==> config.mk <==
export PLATFORM = sky130hd
export DESIGN_NAME = regfile_wr_arbiter_flat
export DESIGN_NICKNAME = d
export VERILOG_FILES = /design/src/rtl/regfile_wr_arbiter_if.sv /design/src/rtl/regfile_wr_arbiter.sv /design/src/flat_wrapper.sv
export SDC_FILE = /design/constraint.sdc
export NUM_CORES = 1
export LEC_CHECK = 0
export ABC_AREA = 0
export CORE_UTILIZATION = 40
export DETAILED_ROUTE_END_ITERATION = 10
export PLACE_DENSITY = 0.83
export SLEW_MARGIN = 20
export SYNTH_ARGS = -nofsm -noshare
export SYNTH_HDL_FRONTEND = slang
export SYNTH_SLANG_ARGS = --single-unit
==> constraint.sdc <==
create_clock -name clk -period 4.9 [get_ports clk]
set_clock_uncertainty 0.15 [all_clocks]
set_input_delay 0.98 -clock clk [delete_from_list [all_inputs] [get_ports clk]]
set_output_delay 0.98 -clock clk [all_outputs]
set_load 0.02 [all_outputs]
==> src/rtl/regfile_wr_arbiter_if.sv <==
// Write-back bus between the two write sources, the arbiter and the register file.
// Carries both request handshakes, the registered write stage and the forwarding-check lanes.
// master = source/regfile side (drives requests and check addresses), slave = the arbiter.
interface regfile_wr_arbiter_if #(
  parameter int ADDRESS_LEN = 5,
  parameter int N           = 64
);
  logic                   wr_stall;
  logic                   a_valid;
  logic [ADDRESS_LEN-1:0] a_addr;
  logic [N-1:0]           a_data;
  logic                   a_ready;
  logic                   b_valid;
  logic [ADDRESS_LEN-1:0] b_addr;
  logic [N-1:0]           b_data;
  logic                   b_ready;
  logic                   rf_wr_en;
  logic [ADDRESS_LEN-1:0] rf_wr_addr;
  logic [N-1:0]           rf_wr_data;
  logic [ADDRESS_LEN-1:0] chk_addr_1;
  logic [ADDRESS_LEN-1:0] chk_addr_2;
  logic                   fwd_hit_1;
  logic                   fwd_hit_2;

  modport master (
    output wr_stall, a_valid, a_addr, a_data, b_valid, b_addr, b_data,
           chk_addr_1, chk_addr_2,
    input  a_ready, b_ready, rf_wr_en, rf_wr_addr, rf_wr_data, fwd_hit_1, fwd_hit_2
  );

  modport slave (
    input  wr_stall, a_valid, a_addr, a_data, b_valid, b_addr, b_data,
           chk_addr_1, chk_addr_2,
    output a_ready, b_ready, rf_wr_en, rf_wr_addr, rf_wr_data, fwd_hit_1, fwd_hit_2
  );
endinterface

==> src/rtl/regfile_wr_arbiter.sv <==
// Round-robin arbiter for the register file's single write port (A = ALU, B = load), with forwarding hints.
// Latency: grant is combinational, write appears on rf_wr_* exactly 1 cycle after the transfer.
// Backpressure: wr_stall or rst withholds both readys; the losing source simply waits with valid held.
// Optional build macro ARB_STATS_EN adds saturating conflict_cnt / stall_cnt outputs.
module regfile_wr_arbiter #(
  parameter int ADDRESS_LEN = 5,
  parameter int N           = 64
) (
  input  logic                 clk,
  input  logic                 rst,
  regfile_wr_arbiter_if.slave  bus
`ifdef ARB_STATS_EN
  ,
  output logic [15:0]          conflict_cnt,
  output logic [15:0]          stall_cnt
`endif
);

  typedef enum logic {
    SRC_A = 1'b0,
    SRC_B = 1'b1
  } src_e;

  src_e                   last_grant;
  src_e                   last_grant_nxt;
  logic                   grant_a;
  logic                   grant_b;
  logic                   wr_en_q;
  logic [ADDRESS_LEN-1:0] wr_addr_q;
  logic [N-1:0]           wr_data_q;

  // Round-robin pointer: remembers who won the most recent transfer.
  always_ff @(posedge clk) begin
    if (rst) begin
      last_grant <= SRC_B;
    end else begin
      last_grant <= last_grant_nxt;
    end
  end

  // Grant selection: stall/reset block all grants, a lone requester wins, a conflict goes to the other source.
  always_comb begin
    grant_a        = 1'b0;
    grant_b        = 1'b0;
    last_grant_nxt = last_grant;
    if (!rst && !bus.wr_stall) begin
      if (bus.a_valid && bus.b_valid) begin
        if (last_grant == SRC_B) begin
          grant_a = 1'b1;
        end else begin
          grant_b = 1'b1;
        end
      end else if (bus.a_valid) begin
        grant_a = 1'b1;
      end else if (bus.b_valid) begin
        grant_b = 1'b1;
      end
    end
    if (grant_a) begin
      last_grant_nxt = SRC_A;
    end else if (grant_b) begin
      last_grant_nxt = SRC_B;
    end
  end

  assign bus.a_ready = grant_a;
  assign bus.b_ready = grant_b;

  // Write stage: capture the granted request; x0 targets update addr/data but never strobe.
  always_ff @(posedge clk) begin
    if (rst) begin
      wr_en_q   <= 1'b0;
      wr_addr_q <= '0;
      wr_data_q <= '0;
    end else if (grant_a) begin
      wr_en_q   <= (bus.a_addr != '0);
      wr_addr_q <= bus.a_addr;
      wr_data_q <= bus.a_data;
    end else if (grant_b) begin
      wr_en_q   <= (bus.b_addr != '0);
      wr_addr_q <= bus.b_addr;
      wr_data_q <= bus.b_data;
    end else begin
      wr_en_q   <= 1'b0;
    end
  end

  assign bus.rf_wr_en   = wr_en_q;
  assign bus.rf_wr_addr = wr_addr_q;
  assign bus.rf_wr_data = wr_data_q;

  // Forwarding hints: a strobed write in the output stage matches a non-x0 read address.
  assign bus.fwd_hit_1 = wr_en_q && (wr_addr_q == bus.chk_addr_1) && (bus.chk_addr_1 != '0);
  assign bus.fwd_hit_2 = wr_en_q && (wr_addr_q == bus.chk_addr_2) && (bus.chk_addr_2 != '0);

`ifdef ARB_STATS_EN
  // Saturating event counters for conflicts seen by the arbiter and requests blocked by stall.
  always_ff @(posedge clk) begin
    if (rst) begin
      conflict_cnt <= '0;
      stall_cnt    <= '0;
    end else begin
      if (bus.a_valid && bus.b_valid && !bus.wr_stall && (conflict_cnt != 16'hFFFF)) begin
        conflict_cnt <= conflict_cnt + 16'd1;
      end
      if (bus.wr_stall && (bus.a_valid || bus.b_valid) && (stall_cnt != 16'hFFFF)) begin
        stall_cnt <= stall_cnt + 16'd1;
      end
    end
  end
`endif

endmodule

==> src/flat_wrapper.sv <==
// flat-port wrapper written by rule: the top's interface ports become plain ports
module regfile_wr_arbiter_flat 
#(
  parameter int ADDRESS_LEN = 5,
  parameter int N           = 64
)
  (clk, rst, bus_wr_stall, bus_a_valid, bus_a_addr, bus_a_data, bus_b_valid, bus_b_addr, bus_b_data, bus_chk_addr_1, bus_chk_addr_2, bus_a_ready, bus_b_ready, bus_rf_wr_en, bus_rf_wr_addr, bus_rf_wr_data, bus_fwd_hit_1, bus_fwd_hit_2);
  regfile_wr_arbiter_if #(.ADDRESS_LEN(ADDRESS_LEN), .N(N)) bus_i ();
  input  logic clk;
  input  logic rst;
  input wire logic [$bits(bus_i.wr_stall)-1:0] bus_wr_stall;
  input wire logic [$bits(bus_i.a_valid)-1:0] bus_a_valid;
  input wire logic [$bits(bus_i.a_addr)-1:0] bus_a_addr;
  input wire logic [$bits(bus_i.a_data)-1:0] bus_a_data;
  input wire logic [$bits(bus_i.b_valid)-1:0] bus_b_valid;
  input wire logic [$bits(bus_i.b_addr)-1:0] bus_b_addr;
  input wire logic [$bits(bus_i.b_data)-1:0] bus_b_data;
  input wire logic [$bits(bus_i.chk_addr_1)-1:0] bus_chk_addr_1;
  input wire logic [$bits(bus_i.chk_addr_2)-1:0] bus_chk_addr_2;
  output wire logic [$bits(bus_i.a_ready)-1:0] bus_a_ready;
  output wire logic [$bits(bus_i.b_ready)-1:0] bus_b_ready;
  output wire logic [$bits(bus_i.rf_wr_en)-1:0] bus_rf_wr_en;
  output wire logic [$bits(bus_i.rf_wr_addr)-1:0] bus_rf_wr_addr;
  output wire logic [$bits(bus_i.rf_wr_data)-1:0] bus_rf_wr_data;
  output wire logic [$bits(bus_i.fwd_hit_1)-1:0] bus_fwd_hit_1;
  output wire logic [$bits(bus_i.fwd_hit_2)-1:0] bus_fwd_hit_2;
  assign bus_i.wr_stall = bus_wr_stall;
  assign bus_i.a_valid = bus_a_valid;
  assign bus_i.a_addr = bus_a_addr;
  assign bus_i.a_data = bus_a_data;
  assign bus_i.b_valid = bus_b_valid;
  assign bus_i.b_addr = bus_b_addr;
  assign bus_i.b_data = bus_b_data;
  assign bus_i.chk_addr_1 = bus_chk_addr_1;
  assign bus_i.chk_addr_2 = bus_chk_addr_2;
  assign bus_a_ready = bus_i.a_ready;
  assign bus_b_ready = bus_i.b_ready;
  assign bus_rf_wr_en = bus_i.rf_wr_en;
  assign bus_rf_wr_addr = bus_i.rf_wr_addr;
  assign bus_rf_wr_data = bus_i.rf_wr_data;
  assign bus_fwd_hit_1 = bus_i.fwd_hit_1;
  assign bus_fwd_hit_2 = bus_i.fwd_hit_2;
  regfile_wr_arbiter #(.ADDRESS_LEN(ADDRESS_LEN), .N(N)) u_core (.clk(clk), .rst(rst), .bus(bus_i));
endmodule
# Yosys cells after proc, flatten, opt, wreduce, memory -nomap -nowiden
# Cells that the tools add are included.
dict set report word_totals {
  wordCells 36
  reg_bits 71
  output_inout_bits 74
}
dict set report op_classes {
  reduce_logical 13
  n_eq_ne 2
  mux 17
}
# operator n
set op_table {}
lappend op_table {{64-bit two-way mux} 2}
lappend op_table {{5-bit nonzero test} 4}
lappend op_table {{1-bit two-way mux} 13}
lappend op_table {{5-bit == test} 2}
lappend op_table {{5-bit two-way mux} 2}
lappend op_table {{1-bit logical AND} 6}
lappend op_table {{1-bit zero test} 2}
lappend op_table {{2-bit nonzero test} 1}

# Depth between registers and ports, before layout
dict set report logic_depth {
  ltp_word 6
  depth_mapped 7
  ltp_nobuf 3
}

# Worst setup path after synthesis
# No wires, ideal clock.
dict set report synth_timing {
  kind {input port to output port}
  start {input rst}
  end {output bus_a_ready}
  arrival_ns 2.089
  setup_slack_ns 1.681
  path_stages 5
  cell_sequence {buf_4 -> or3b_1 -> clkbuf_1 -> buf_2 -> nor2_1}
}
dict set report synth_via {
  elab_chain_cells 3
}
# item line
set synth_rtl {}
lappend synth_rtl {{from (decl)} flat_wrapper.sv:10} ;# input logic rst;
lappend synth_rtl {{1-bit zero test} regfile_wr_arbiter.sv:46} ;# if (!rst && !bus.wr_stall) begin
lappend synth_rtl {{1-bit logical AND} regfile_wr_arbiter.sv:46}
lappend synth_rtl {{1-bit two-way mux} regfile_wr_arbiter.sv:46}
lappend synth_rtl {{to (decl)} flat_wrapper.sv:20} ;# output wire logic [$bits(bus_i.a_ready)-1:0] bus_a_ready;
# Every way passes these cells.

# Worst setup path in the final report
dict set report layout_timing {
  start {input bus_a_valid}
  end {output bus_a_ready}
}
dict set report layout_via {
  elab_chain_cells 3
  elab_cells_between_ends 4
  classes_between {mux (3); reduce/logical (1)}
}
# item line
set layout_rtl {}
lappend layout_rtl {{from (decl)} flat_wrapper.sv:12} ;# input wire logic [$bits(bus_i.a_valid)-1:0] bus_a_valid;
lappend layout_rtl {{1-bit two-way mux / 1-bit logical AND (equally long branches)} {regfile_wr_arbiter.sv:53, regfile_wr_arbiter.sv:47}}
lappend layout_rtl {{1-bit two-way mux (*)} regfile_wr_arbiter.sv:47} ;# if (bus.a_valid && bus.b_valid) begin
lappend layout_rtl {{1-bit two-way mux (*)} regfile_wr_arbiter.sv:46}
# Every way passes the cells marked *; elsewhere a longest branch is shown, timed or not.

==> qor.yml <==
finish:
  area_growth_syn_to_layout_pct: 64.7
  final_layout_size_suffix_gt1_share_pct: 6.60
  fin_nets: 784
  n_fill_cell: 731
  antenna_cells_inserted: 0
synth:
  ys_ff_latch: 71
  synth.top_cells.by_area: "dfxtp_1 39%, a311oi_1 14%, nand3_1 9.7%, a21oi_1 9.4%, o21ai_1 9.4%"
  synth-seq-area-share_pct: 38.7
  async_sr_flop_fraction_pct: 0
  syn_area_per_cell_um2: 8.26
  postSynthNetCount: 598
  synth_simple_gate_area_share_pct: 13.4
  synth_compound_area_share_pct: 38.2
  postSynth.topFlopCell: "dfxtp_1"
  synth_cell_type_count: 28
  post_synth_xor_xnor_area_pct: 1.91
  synthMuxAreaShare_pct: 0
  combinational_family_with_the_most_area_after_synthesis: "compound AO/OA/AOI/OAI gates"
  synth_largest_area_cell: "dfxtp_1"
  synth_warnings: 0
  ys_top_cells_by_count: "71 x dfxtp_1, 71 x nand3_1, 69 x a21oi_1, 69 x o21ai_1, 59 x a311oi_1"
  synth_area_um2: 3670
  netlist.area_leader.share_pct: 38.7
  post_synth_inst_count: 445
  synth-edff-count: 0
  synth_fa_ha_area_share_pct: 0
floorplan:
  die_x_um: 97.8
  die_area_um2: 9570
  core_um2: 8810
  rows: 34
  initial_core_util_pct: 41.7
  top_ports: 227
  floorplan.die.height_um: 97.8
clock_tree:
  clock_tree.buffer_depth: 2
  inserted_clock_buffers: 9
  post_cts_resized: 0
  cts_max_level: 3
  holdBufCountCts: 0
  clockRootBuffer: "clkbuf_8"
  clkTransAtPathRegs_ns: 0.07
  clock_latency_ns: 0.33
  tritoncts_num_sinks: 71
  postCtsSetupRepairBufs: 0
  tritoncts: "done"
pwr:
  p_switching_w: 0.000437
  clock_power_share_pct: 30.2
  reported_leakage_power_nw: 1.94
  worst_ir_drop_vdd_mv: 0.133
  share_of_power_burned_in_registers_pct: 41.8
  power_report.internal_total_w: 0.00109
  sw_frac_of_total_pct: 28.6
  share_of_total_power_in_combinational_logic_pct: 28.0
  power.density_cell_area_nw_per_um2: 253
critical_path:
  crit_slowest_cell: "clkdlybuf4s50_1"
  critPathLaunchType: "primary input"
  critPathArrivalTime_ns: 2.83
  worst-setup-path-type: "primary input to primary output"
  cp_common_cell: "clkdlybuf4s50_1"
  crit_fanout: 6
  r2r_setup_slack_ns: 2.97
  timing.critical_path.cells: "clkdlybuf4s50_1, or3b_2, nor2_1, clkdlybuf4s50_1"
  worst-r2r-cell-count: 4
  timing.rr.start: "u_core.last_grant$_SDFFE_PP1P_"
  timing.critical_path.max_delay_family: "buffers and inverters"
  timing.critical_path.buf_inv: 2
  timing.critical_path.to_type: "primary output"
  r2r-end: "u_core.bus.rf_wr_data[49]$_SDFFE_PP0P_"
  data_required_time_of_the_critical_path_ns: 3.77
  timing.critical_path.slowest_cell_delay_ns: 0.64
status:
  failed_checks: "design-rule violations"
  outcome: "finished, violations left"
route:
  vias: 4484
  routed_wl_um: 13800
  post-route-drc-count: 26
  first_pass_iters: 7
  drt_first_iter_violations: 272
  vias_per_cell: 6.03
  drt-wirelength-per-cell_um: 18.5
  drtAntennaViolNets: 0
timing:
  finalWorstPathRequiredPeriod_ns: 3.96
  setup_viol: 0
  final.setup.worst_slack_ns: 0.944
  timing.fmax_ghz: 0.253
  worst-slew-pin-transition_ns: 0.851
  grt_setup_unrepaired: "no"
  report.final.hold_viol_count: 0
  timing.slew.headroom_pct: 43.3
  drv_slew: 0
  tns_ns: 0
  timing.final.crit_share_pct: 80.7
  finalHoldWorstSlack_ns: 0.374
placed_design:
  dp_hpwl_um: 8840
  io_buffers: 226
  post-place-ws_ns: 0.967
  place.gp.congestion: 0.770
global_routing:
  tot_gr_track_use_pct: 27.9
  wire_length_of_the_first_global_routing_pass_um: 21900
  grt_start_max_net_pins: 72
  grt_pass1_vias: 4329
  grt-ovfl-total: 0
  grt_antenna_before_repair: 0
hold_path:
  hold_start: "u_core.last_grant$_SDFFE_PP1P_"
  worstHoldPathCells: 1
  timing.hold.worst_endpoint: "u_core.last_grant$_SDFFE_PP1P_"
  hold_class: "register to register"
job:
  max_capacitance_violation_total: 0
-- worst max-delay path by stage --
stage                startpoint           to  depth (start not counted)
CTS                 bus_a_valid  bus_a_ready                          4
finish              bus_a_valid  bus_a_ready                          4
global route        bus_a_valid  bus_a_ready                          4
floorplan                   rst  bus_a_ready                          5
detailed placement  bus_a_valid  bus_a_ready                          4
global placement    bus_a_valid  bus_a_ready                          4
-- cell families after synthesis --
logic type	count (synthesis)
xor+xnor	8
buf+inv	61
flops	71
simple gates	92
compound gates	213
-- power by group through the flow --
stage               Sequential (W)  Clock [W]  Combinational [W]
floorplan                 0.000694          0           0.000153
CTS                       0.000639   0.000467           0.000428
detailed placement        0.000651          0           0.000427
finish                    0.000639   0.000461           0.000429
global route              0.000644   0.000492           0.000457
global placement          0.000649          0           0.000421
-- flip-flops by register name (all words and copies together) (netlist names) --
signal	count
u_core.bus.rf_wr_en	1
u_core.bus.rf_wr_data	64
u_core.bus.rf_wr_addr	5
u_core.last_grant	1
-- worst reg2reg max path: cells and delay by family, from the launching register on --
family | cells | cell delay, ns
buf+inv | 1 | 0.58
flops | 1 | 0.33
compound gates | 2 | 0.55
simple gates | 1 | 0.22
-- layer usage --
metal / vias up / global-route usage (%) / share of wire, %
met5: - / 0 / 0
met4: 0 / 11.3 / 3.0
met3: 33 / 5.30 / 7.7
met2: 207 / 47.1 / 49
met1: 2145 / 34.7 / 40
li1: 2099 / - / -
-- layout make-up --
type | instances | area, um2 | area share [%]
Clock buffer | 12 | 145 | 2.40
Clock inverter | 4 | 45.0 | 0.744
Tap cell | 108 | 135 | 2.23
Multi-Input combinational cell | 313 | 1970 | 32.6
Timing Repair Buffer | 236 | 2330 | 38.5
Sequential cell | 71 | 1420 | 23.5
-- metrics by stage --
step	std cells	util (%)	instance area (um2)	power [W]
after CTS	744	68.7	6050	0.00153
after floorplan	445	-	3670	0.000848
after global placement	728	66.6	5860	0.00107
final	744	68.7	6050	0.00153
after global routing	744	68.7	6050	0.00159
after detailed placement	728	66.6	5860	0.00108
-- cell usage in the layout (no fill, tap or decap), types with 2 or more instances in the layout --
cell             instances
clkdlybuf4s50_1        225
nand3_1                 71
dfxtp_1                 71
o21ai_1                 69
a21oi_1                 69
a311oi_1                59
a311oi_2                10
clkbuf_8                10
buf_4                   10
xnor2_1                  8
nand2_1                  5
clkinv_2                 3
nor2_1                   2
or3_1                    2
a211oi_1                 2
or4_1                    2
o211ai_1                 2
clkbuf_1                 2
Power figures use the tool's default switching activity.
==> RTL edit: new RTL, same settings <==
`N` is set to 64 in 3 places; all go to 96.
--- a/src/rtl/regfile_wr_arbiter_if.sv
+++ b/src/rtl/regfile_wr_arbiter_if.sv
@@ -3,7 +3,7 @@
 // master = source/regfile side (drives requests and check addresses), slave = the arbiter.
 interface regfile_wr_arbiter_if #(
   parameter int ADDRESS_LEN = 5,
-  parameter int N           = 64
+  parameter int N           = 96
 );
   logic                   wr_stall;
   logic                   a_valid;
--- a/src/rtl/regfile_wr_arbiter.sv
+++ b/src/rtl/regfile_wr_arbiter.sv
@@ -4,7 +4,7 @@
 // Optional build macro ARB_STATS_EN adds saturating conflict_cnt / stall_cnt outputs.
 module regfile_wr_arbiter #(
   parameter int ADDRESS_LEN = 5,
-  parameter int N           = 64
+  parameter int N           = 96
 ) (
   input  logic                 clk,
   input  logic                 rst,
--- a/src/flat_wrapper.sv
+++ b/src/flat_wrapper.sv
@@ -2,7 +2,7 @@
 module regfile_wr_arbiter_flat 
 #(
   parameter int ADDRESS_LEN = 5,
-  parameter int N           = 64
+  parameter int N           = 96
 )
   (clk, rst, bus_wr_stall, bus_a_valid, bus_a_addr, bus_a_data, bus_b_valid, bus_b_addr, bus_b_data, bus_chk_addr_1, bus_chk_addr_2, bus_a_ready, bus_b_ready, bus_rf_wr_en, bus_rf_wr_addr, bus_rf_wr_data, bus_fwd_hit_1, bus_fwd_hit_2);
   regfile_wr_arbiter_if #(.ADDRESS_LEN(ADDRESS_LEN), .N(N)) bus_i ();
Ports: changed (resized bus_a_data, bus_b_data and bus_rf_wr_data); port bits go from 227 to 323. The function was not compared with the original's and may differ.
==> RTL edit against the original RTL <==
Setup slack lost 0.062 ns; via count grew 42%; power rose by 45%; area after synthesis up 41%; final cell count grew 43%; first-iteration DRC count grew to 2.8 times the old value; design area is 41% higher; largest cell class unchanged; utilization decreased by 0.96 points; hold slack got worse by 0.0030 ns; sequential cell count up 32; routed wire length rose by 50%; die area is 40% higher.
==> RTL edit: results (changes against the original RTL) <==
- Netlist cell types: 30 (+7.1%)
- Crit path from: bus_a_valid
- Hold_buf cts: 0 (unchanged)
- Syn_area_per_cell: 8.18 um2 (-0.87%)
- Post-DP HPWL: 12.8 mm (+45%)
- Synth top cells by count: dfxtp_1, nand3_1, a21oi_1, a311oi_1, o21ai_0
- I/O Buffers: 322 (+42%)
- Iteration-0 DRC Markers: 766 (+180%)
- Nets: 1105 (+41%)
- R2R setup slack: 2.68 ns (-0.29 ns)
- Vias per inst: 5.97 (-0.88%)
- GP Congestion: 0.800 (+4.0%)
- Status: finished clean
- Leak Pwr: 2.72 nW (+40%)
- DRT Wirelength: 20.6 mm (+50%)
- Ranking of synthesized cells by area: dfxtp_1, a311oi_1, nand3_1
- Drt first pass iters: 4 (-3)
- Setup slack at placement: 0.867 ns (-0.101 ns)
- Vias in the first global route: 5744 (+33%)
- Max FFs per register: 96 (+50%)
- Worst IR drop on VDD: 0.153 mV (+15%)
- Pin count of the biggest net entering global routing: 103 (+43%)
- GRT Overall Usage: 0.293 (+0.0141)
- DR WL/cell: 19.4 um (+4.6%)
- Critical path arrival: 2.89 ns (+0.06 ns)
- Worst Max-Slew Pin Slew: 1.16 ns (+0.307 ns)
- Register area share after synthesis: 0.398 (+0.0111)
- Syn nets: 850 (+42%)
- First-pass GRT wire length: 30.9 mm (+41%)
- Hold path start: u_core.bus.rf_wr_data[89]
- Max Freq: 0.249 GHz (-1.5%)
RTL edit: logic make-up after synthesis:
logic type,count (synthesis),share of synthesized area
AOI/OAI and AO/OA,309,0.375
xor gates and xnor gates,8,0.0135
buffers and inverters,89,0.0891
DFF,103,0.398
and+or+nand+nor,124,0.124
RTL edit: critical path, stage by stage:
cell,delay [ns]
clkdlybuf4s50_1,0.58
or3b_4,0.41
nor2_1,0.20
clkdlybuf4s50_1,0.71
RTL edit: per-stage QoR:
step	cell area (um2)	utilization	hold WS, ns
floorplan	5180	-	0.315
global placement	8270	0.656	0.359
detailed placement	8270	0.656	0.365
CTS	8550	0.678	0.373
global route	8550	0.678	0.392
finish	8550	0.678	0.371
RTL edit: per-layer routing:
metal,GRT usage,wire length (um)
met1,0.371,8150
met2,0.476,10100
met3,0.0696,1700
met4,0.121,614
met5,0,0
RTL edit: area by class of cell:
class | count | area [um2]
Fill cell | 1070 | 4070
Clock buffer | 15 | 278
Tap cell | 172 | 215
Sequential cell | 103 | 2060
Timing Repair Buffer | 333 | 3320
Multi-Input combinational cell | 441 | 2680
RTL edit: report_power, final:
| part | internal, mW | leakage (nW) | switching (mW) |
|---|---|---|---|
| Combinational | 0.319 | 1.74 | 0.280 |
| Clock | 0.385 | 0.136 | 0.307 |
| Sequential | 0.893 | 0.847 | 0.0321 |
| Total | 1.60 | 2.72 | 0.619 |
RTL edit: final timing paths:
path,to,cells past startpoint
worst min-delay path,u_core.bus.rf_wr_data[89],2
worst min register to register,u_core.bus.rf_wr_data[89],2
worst max-delay path,bus_a_ready,4
worst max register to register,u_core.bus.rf_wr_data[87],4
